==> src/rtl/wishbone_arbiter.sv <==
// -----------------------------------------------------------------------------
// wishbone_arbiter
//   Four-port round-robin arbiter that shares one Wishbone master bus among
//   four requesters. A grant covers a whole cycle: the owner keeps the bus
//   for as long as it holds its cyc high. A watchdog aborts the owner's
//   cycle when the slave leaves a strobe unacknowledged for TIMEOUT
//   consecutive cycles. There is always one idle cycle between two owners.
//
// Parameters
//   TIMEOUT  max consecutive unacked strobe cycles before abort (2..255)
//   SEL_W    byte-select width per master
//
// Ports
//   clk_i    system clock, rising edge
//   rst_i    asynchronous reset, active-low
//   m_cyc_i  per-master cycle request, bit k = master k
//   m_stb_i  per-master strobe
//   m_we_i   per-master write enable
//   m_sel_i  per-master byte selects, master k at [k*SEL_W +: SEL_W]
//   m_adr_i  per-master address, master k at [k*32 +: 32]
//   m_dat_i  per-master write data, same packing as m_adr_i
//   m_dat_o  read data, broadcast copy of s_dat_i
//   m_ack_o  ack routed to the current owner only
//   m_err_o  one-cycle timeout abort pulse to the offending owner
//   gnt_o    registered one-hot grant, zero while the bus is free
//   s_*_o    shared-bus address/data/we/sel/stb/cyc towards the slave
//   s_dat_i  slave read data
//   s_ack_i  slave ack
// -----------------------------------------------------------------------------
module wishbone_arbiter #(
  parameter int TIMEOUT = 16,
  parameter int SEL_W   = 4
) (
  input  logic               clk_i,
  input  logic               rst_i,
  input  logic [3:0]         m_cyc_i,
  input  logic [3:0]         m_stb_i,
  input  logic [3:0]         m_we_i,
  input  logic [4*SEL_W-1:0] m_sel_i,
  input  logic [127:0]       m_adr_i,
  input  logic [127:0]       m_dat_i,
  output logic [31:0]        m_dat_o,
  output logic [3:0]         m_ack_o,
  output logic [3:0]         m_err_o,
  output logic [3:0]         gnt_o,
  output logic [31:0]        s_adr_o,
  output logic [31:0]        s_dat_o,
  output logic               s_we_o,
  output logic [SEL_W-1:0]   s_sel_o,
  output logic               s_stb_o,
  output logic               s_cyc_o,
  input  logic [31:0]        s_dat_i,
  input  logic               s_ack_i
);

  typedef enum logic [1:0] {
    ST_IDLE  = 2'd0,
    ST_BUSY  = 2'd1,
    ST_ABORT = 2'd2
  } state_t;

  // Counter value on the last strobed cycle allowed to go unacked.
  localparam logic [7:0] WDOG_LIMIT = 8'(TIMEOUT - 1);

  function automatic logic [3:0] onehot(input logic [1:0] idx);
    onehot = 4'b0001 << idx;
  endfunction

  state_t     state_r, state_n_s;
  logic [3:0] gnt_r, gnt_n_s;
  logic [3:0] err_r, err_n_s;
  logic [1:0] winner_r, winner_n_s;
  logic [1:0] last_r, last_n_s;
  logic [7:0] wdog_r, wdog_n_s;
  logic [1:0] pick_idx_s;
  logic       pick_vld_s;
  logic       busy_s;
  logic       expire_s;

  assign busy_s  = (state_r == ST_BUSY);
  assign m_dat_o = s_dat_i;
  assign gnt_o   = gnt_r;
  assign m_err_o = err_r;

  // Round-robin search: first requester after the previous owner, wrapping.
  always_comb begin
    logic [1:0] cand;
    cand       = 2'd0;
    pick_vld_s = 1'b0;
    pick_idx_s = 2'd0;
    for (int i = 0; i < 4; i++) begin
      cand = last_r + 2'd1 + 2'(i);
      if (!pick_vld_s && m_cyc_i[cand]) begin
        pick_vld_s = 1'b1;
        pick_idx_s = cand;
      end else begin
        pick_vld_s = pick_vld_s;
      end
    end
  end

  // Shared-bus mux and ack routing; everything is quiet outside BUSY.
  always_comb begin
    s_cyc_o = 1'b0;
    s_stb_o = 1'b0;
    s_we_o  = 1'b0;
    s_adr_o = 32'd0;
    s_dat_o = 32'd0;
    s_sel_o = '0;
    m_ack_o = 4'b0000;
    if (busy_s) begin
      s_cyc_o = m_cyc_i[winner_r];
      s_stb_o = m_stb_i[winner_r];
      s_we_o  = m_we_i[winner_r];
      s_adr_o = m_adr_i[{winner_r, 5'd0} +: 32];
      s_dat_o = m_dat_i[{winner_r, 5'd0} +: 32];
      s_sel_o = m_sel_i[int'(winner_r) * SEL_W +: SEL_W];
      m_ack_o = s_ack_i ? onehot(winner_r) : 4'b0000;
    end else begin
      m_ack_o = 4'b0000;
    end
  end

  // An ack in the limit cycle suppresses expiry, so ack beats timeout.
  assign expire_s = busy_s && s_stb_o && !s_ack_i && (wdog_r == WDOG_LIMIT);

  // Next-state, grant, priority pointer and watchdog update.
  always_comb begin
    state_n_s  = state_r;
    gnt_n_s    = gnt_r;
    winner_n_s = winner_r;
    last_n_s   = last_r;
    err_n_s    = 4'b0000;
    wdog_n_s   = 8'd0;
    case (state_r)
      ST_IDLE: begin
        if (pick_vld_s) begin
          gnt_n_s    = onehot(pick_idx_s);
          winner_n_s = pick_idx_s;
          state_n_s  = ST_BUSY;
        end else begin
          gnt_n_s = 4'b0000;
        end
      end
      ST_BUSY: begin
        if (!m_cyc_i[winner_r]) begin
          gnt_n_s   = 4'b0000;
          last_n_s  = winner_r;
          state_n_s = ST_IDLE;
        end else if (expire_s) begin
          gnt_n_s   = 4'b0000;
          err_n_s   = onehot(winner_r);
          last_n_s  = winner_r;
          state_n_s = ST_ABORT;
        end else if (s_stb_o && !s_ack_i) begin
          wdog_n_s = wdog_r + 8'd1;
        end else begin
          wdog_n_s = 8'd0;
        end
      end
      ST_ABORT: begin
        gnt_n_s   = 4'b0000;
        state_n_s = ST_IDLE;
      end
      default: begin
        gnt_n_s   = 4'b0000;
        state_n_s = ST_IDLE;
      end
    endcase
  end

  // State and output registers; last resets to 3 so master 0 wins first.
  always_ff @(posedge clk_i or negedge rst_i) begin
    if (!rst_i) begin
      state_r  <= ST_IDLE;
      gnt_r    <= 4'b0000;
      err_r    <= 4'b0000;
      winner_r <= 2'd0;
      last_r   <= 2'd3;
      wdog_r   <= 8'd0;
    end else begin
      state_r  <= state_n_s;
      gnt_r    <= gnt_n_s;
      err_r    <= err_n_s;
      winner_r <= winner_n_s;
      last_r   <= last_n_s;
      wdog_r   <= wdog_n_s;
    end
  end

endmodule

==> config.mk <==
export PLATFORM = sky130hd
export DESIGN_NAME = wishbone_arbiter
export DESIGN_NICKNAME = d
export VERILOG_FILES = /design/src/rtl/wishbone_arbiter.sv
export SDC_FILE = /design/constraint.sdc
export NUM_CORES = 1
export LEC_CHECK = 0
export ABC_AREA = 1
export CAP_MARGIN = 20
export CELL_PAD_IN_SITES_DETAIL_PLACEMENT = 1
export CELL_PAD_IN_SITES_GLOBAL_PLACEMENT = 1
export CORE_AREA = 3 3 167 169
export CTS_CLUSTER_SIZE = 8
export DETAILED_ROUTE_END_ITERATION = 10
export DIE_AREA = 0 0 170 172
export PLACE_DENSITY_LB_ADDON = 0.15
export RECOVER_POWER = 25
export SLEW_MARGIN = 20
export SYNTH_ARGS = -nofsm -noshare
export SYNTH_HDL_FRONTEND = slang
export SYNTH_SLANG_ARGS = --single-unit
==> constraint.sdc <==
create_clock -name clk_i -period 2.5 [get_ports clk_i]
set_clock_uncertainty 0.15 [all_clocks]
set_input_delay 0.25 -clock clk_i [delete_from_list [all_inputs] [get_ports clk_i]]
set_output_delay 0.25 -clock clk_i [all_outputs]
set_load 0.01 [all_outputs]
; Word-level counts from Yosys, hierarchy flattened
; Cells that the tools add are included.
[totals]
elab_cells = 88
reg_bits = 22
out_inout_bits = 115
input_bits = 319
[classes]
eq_ne = 5
shifts = 5
n_reduce_logical = 15
addsub = 5
n_mux = 47
order_cmp = 5
[ops]
columns = op, n
row1 = 128-bit by 8-bit indexed part select with 32-bit output, 2
row2 = 32-bit two-way mux, 2
row3 = 4-bit two-way mux, 9
row4 = 8-bit two-way mux, 4
row5 = 2-bit two-way mux, 9
row6 = 16-bit by 5-bit indexed part select with 4-bit output, 1
row7 = "2-bit by 3-bit < comparator with 1-bit output, second input constant", 5
row8 = 1-bit binary-select mux with 2-bit select, 7
row9 = 1-bit two-way mux, 14
row10 = "8-bit by 1-bit adder with 8-bit output, second input constant", 1
row11 = "8-bit by 4-bit == test with 1-bit output, second input constant", 1
row12 = 4-bit case mux with 2 select lines, 1
row13 = "1-bit by 2-bit << shifter with 4-bit output, first input constant", 2
row14 = 1-bit logical AND, 7
row15 = 2-bit AND reduction, 3
row16 = "2-bit by 1-bit adder with 2-bit output, second input constant", 2
row17 = "2-bit adder, second input constant", 2
row18 = 1-bit logical NOT, 4
row19 = "2-bit != test, second input constant", 2
row20 = 2-bit case mux with 2 select lines, 1
row21 = "3-bit != test, second input constant", 1
row22 = "2-bit by 1-bit == test with 1-bit output, second input constant", 1
row23 = 2-bit logical NOT, 1

; Longest topological paths before layout
[depth]
word_depth = 16
mapped_depth = 13
depth_no_buf = 12

; Worst setup path before layout
; No wires, ideal clock.
[synth_path]
path_type = register to output
startpoint = reg winner_r[0]
endpoint = out s_adr_o[21]
arrival_ns = 1.384
n_path_buf = 2
required_time_ns = 2.100
slack_ns = 0.716
stages_incl_launch_ff = 6
cell_sequence = dfrtp_1 > nor2_2 > buf_2 > buf_2 > nand2_1 > a31oi_1
[synth_via]
elab_chain_len = 2
[synth_lines]
columns = element, line
row1 = from (decl), 72  ; logic [1:0] winner_r, winner_n_s;
row2 = from (signal assigned), 185  ; winner_r <= winner_n_s;
row3 = 128-bit by 8-bit indexed part select with 32-bit output, 115  ; s_adr_o = m_adr_i[{winner_r, 5'd0} +: 32];
row4 = 32-bit two-way mux, 111  ; if (busy_s) begin
row5 = to (decl), 46  ; output logic [31:0] s_adr_o,
; No other way between the ends.

; Final worst setup path
[layout_path]
startpoint = reg winner_r[1]
endpoint = out s_dat_o[8]
[layout_via]
elab_chain_len = 2
[layout_lines]
columns = element, line
row1 = 128-bit by 8-bit indexed part select with 32-bit output, 116  ; s_dat_o = m_dat_i[{winner_r, 5'd0} +: 32];
row2 = 32-bit two-way mux, 111
row3 = to (decl), 47  ; output logic [31:0] s_dat_o,
; No other way between the ends.

==> metrics.md <==
| Metric | Value |
|---|---|
| Status | complete, no violations |
| Top FF cell, synth | dfrtp_1 |
| Post-synth EDFFs | 0 |
| Final worst-path cycle share | 0.966 |
| DRT Pass-1 Iters | 4 |
| Area Growth Syn to Fin | 127% |
| Final setup fails | 0 |
| Util after Layout | 0.282 |
| Worst-case reg-to-reg path depth | 13 |
| H-tree Lvls | 1 |
| Count leader, synth | nand2_1 |
| CP peak stage delay | 570 ps |
| WL final | 26600 um |
| Vias in the first global route | 5699 |
| Die footprint | 0.0292 sq mm |
| Clk sinks | 22 |
| Slew Limit Headroom | 0.101 |
| DP Worst Slack | 123 ps |
| Fin. max-slew vios | 0 |
| Crit path launch type | register |
| Leakage | 0.00306 uW |
| Initial core utilization | 0.125 |
| Final worst slack | 85.0 ps |
| Dpl cell area | 0.00744 sq mm |
| HP Class | register to register |
| Post-synthesis sequential area ratio | 0.166 |
| Die W | 170 um |
| Final instance area | 0.00755 sq mm |
| I/O Pins | 434 |
| Setup_tns | 0 ps |
| Mapped Area | 0.00333 sq mm |
| Core ar. | 0.0267 sq mm |
| Fmax | 414 MHz |
| DR DRC count | 0 |
| Worst-margin pin slew | 1350 ps |
| GR Overflow Total | 0 |
| Count of different cell masters after synthesis | 32 |
| Max VDD drop | 0.000328 V |
| Synth top area cells | nand2_1, a22oi_1, dfrtp_1 |
| CP max-delay cell | clkdlybuf4s50_1 |
| Dominant cell type by area after synthesis | nand2_1 |
| Vert. Die Dim | 172 um |
| Post-Syn Instances | 550 |
| Avg Synthesized Cell Area | 6.05 sq um |
| RePlAce Congestion | 0.819 |
| Number of core rows | 60 |
| WL/cell | 21.6 um |
| Synthesized Nets | 870 |
| Setup CP Type | register to output pin |
| Hold_buf cts | 0 |
| Port Buffer Count | 369 |
| Post-synth top cells | nand2_1, nand3_1, a22oi_1, a31oi_1, buf_4 |
| Worst-skew pair later-pin latency | 260 ps |
| Clock slew at reported path FFs | 60 ps |
| CTS tree | yes |
| CP max FO | 12 |
| CTS Buf Count | 3 |
| #FFs+latches synth | 22 |
| Tot Pwr | 6980 uW |
| Asr flop ratio synth | 1.00 |
| CTS root buffer | clkbuf_16 |
| Pwr/cell area | 925 mW/mm^2 |
| Avg Vias per Cell | 4.39 |
| DR vias | 5398 |
| NumNets Final | 1208 |
| Max cap viols | 0 |
| Fin crit period | 2420 ps |
| Arrival time of the worst setup path | 2020 ps |
| DP HPWL | 21400 um |
| Pin count of the biggest net entering global routing | 50 |
| WHS Path Cells | 1 |
| Ys Warns | 0 |
| Kind of end point of the critical path | output pin |
| Total GRT Usage | 0.164 |
| CTS Buffer Depth | 2 |
| Cells along the critical path | buf_4 -> nor2_4 -> buf_12 -> a22oi_1 -> a31oi_1 -> clkdlybuf4s50_1 |
| Initial antenna violation count | 6 |
| Final Hold Viols | 0 |
| Worst Path Required | 2100 ps |
| First-pass GRT wire length | 36400 um |
| Final ANT Viol Nets | 0 |
| Share of cells above drive strength 1 | 0.0857 |
| Synth top area share | 0.159 |
| First-iteration detailed-routing DRC count | 203 |
-- per-stage QoR --
stage	hold WS (ps)	instances
after floorplan	-196	550
after global placement	299	1219
after detailed placement	305	1219
after CTS	222	1226
after global routing	338	1228
final	319	1229
-- layout by cell type (no fill, tap or decap), drive strengths merged --
master	count
and2	1
diode	1
clkdlybuf4s50	298
dfrtp	20
bufbuf	2
dlygate4sd2	67
o21ai	5
nand3b	2
nor4	1
buf	42
clkbuf	6
a21oi	1
a31oi	69
dfstp	2
nor3b	1
o22ai	1
or2	3
nor2	26
inv	22
nand3	90
xnor2	1
dlygate4sd3	1
nand4	8
ha	1
a22oi	69
a21boi	1
nand2	144
dlymetal6s2s	1
xor2	2
-- report_power, final --
group          switching, uW  internal (uW)  leakage, uW
logic                   3430           2690      0.00273
registers               75.4            433     0.000290
clock network            134            218    0.0000382
-- worst max-delay path: cells and delay by family, from the launching register on --
family	cells	cell delay (ps)
compound gates	2	230
buf+inv	3	910
simple gates	1	180
flops	1	430
-- kinds of logic (layout without fill, tap and decap cells) --
logic type      after synthesis  after routing  share of synthesized area
flops                        22             22                      0.166
simple gates                276            276                      0.367
buf+inv                     102            439                      0.156
xor+xnor                      3              3                    0.00790
other cells                   0              1                          0
fa+ha+maj                     1              1                    0.00376
compound gates              146            146                      0.300
-- registers in the layout, summed over array words and instances (netlist names) --
| register | cells |
|---|---|
| state_r | 2 |
| gnt_o | 4 |
| m_err_o | 4 |
| wdog_r | 8 |
| winner_r | 2 |
| last_r | 2 |
-- worst paths after layout --
kind / start / to / slack, ps
min in group asynchronous: rst_i / wdog_r[7]$_DFF_PN0_ / 670
worst min-delay path: wdog_r[0]$_DFF_PN0_ / wdog_r[0]$_DFF_PN0_ / 320
worst max register to register: winner_r[1]$_DFFE_PN0P_ / wdog_r[7]$_DFF_PN0_ / 180
max in group asynchronous: rst_i / winner_r[0]$_DFFE_PN0P_ / 640
worst min register to register: wdog_r[0]$_DFF_PN0_ / wdog_r[0]$_DFF_PN0_ / 320
worst max-delay path: winner_r[1]$_DFFE_PN0P_ / s_dat_o[8] / 80
-- metal layers --
metal	track usage	routed length, um
met5	0	81
met2	0.300	13700
met1	0.199	10500
met4	0.0205	396
met3	0.0441	1860
-- final cells by class --
| cell class | instances | area [sq um] |
|---|---|---|
| fillers | 3270 | 19200 |
| repair buffers | 413 | 4130 |
| multi-input cells | 426 | 2270 |
| flip-flops and latches | 22 | 556 |
| well taps | 341 | 427 |
| inverters | 22 | 85.1 |
| clock buffers | 4 | 78.8 |
| diodes | 1 | 2.50 |
-- repair_timing --
| action | 4_1_cts | 5_1_grt |
|---|---|---|
| cloned | 2 | 1 |
| pin swaps | 0 | 1 |
| setup endpoints to repair | 62 | 3 |
| setup buffers | 1 | 1 |
| gates resized for setup | 73 | 2 |
No activity file was read; power rests on OpenSTA's default activity.
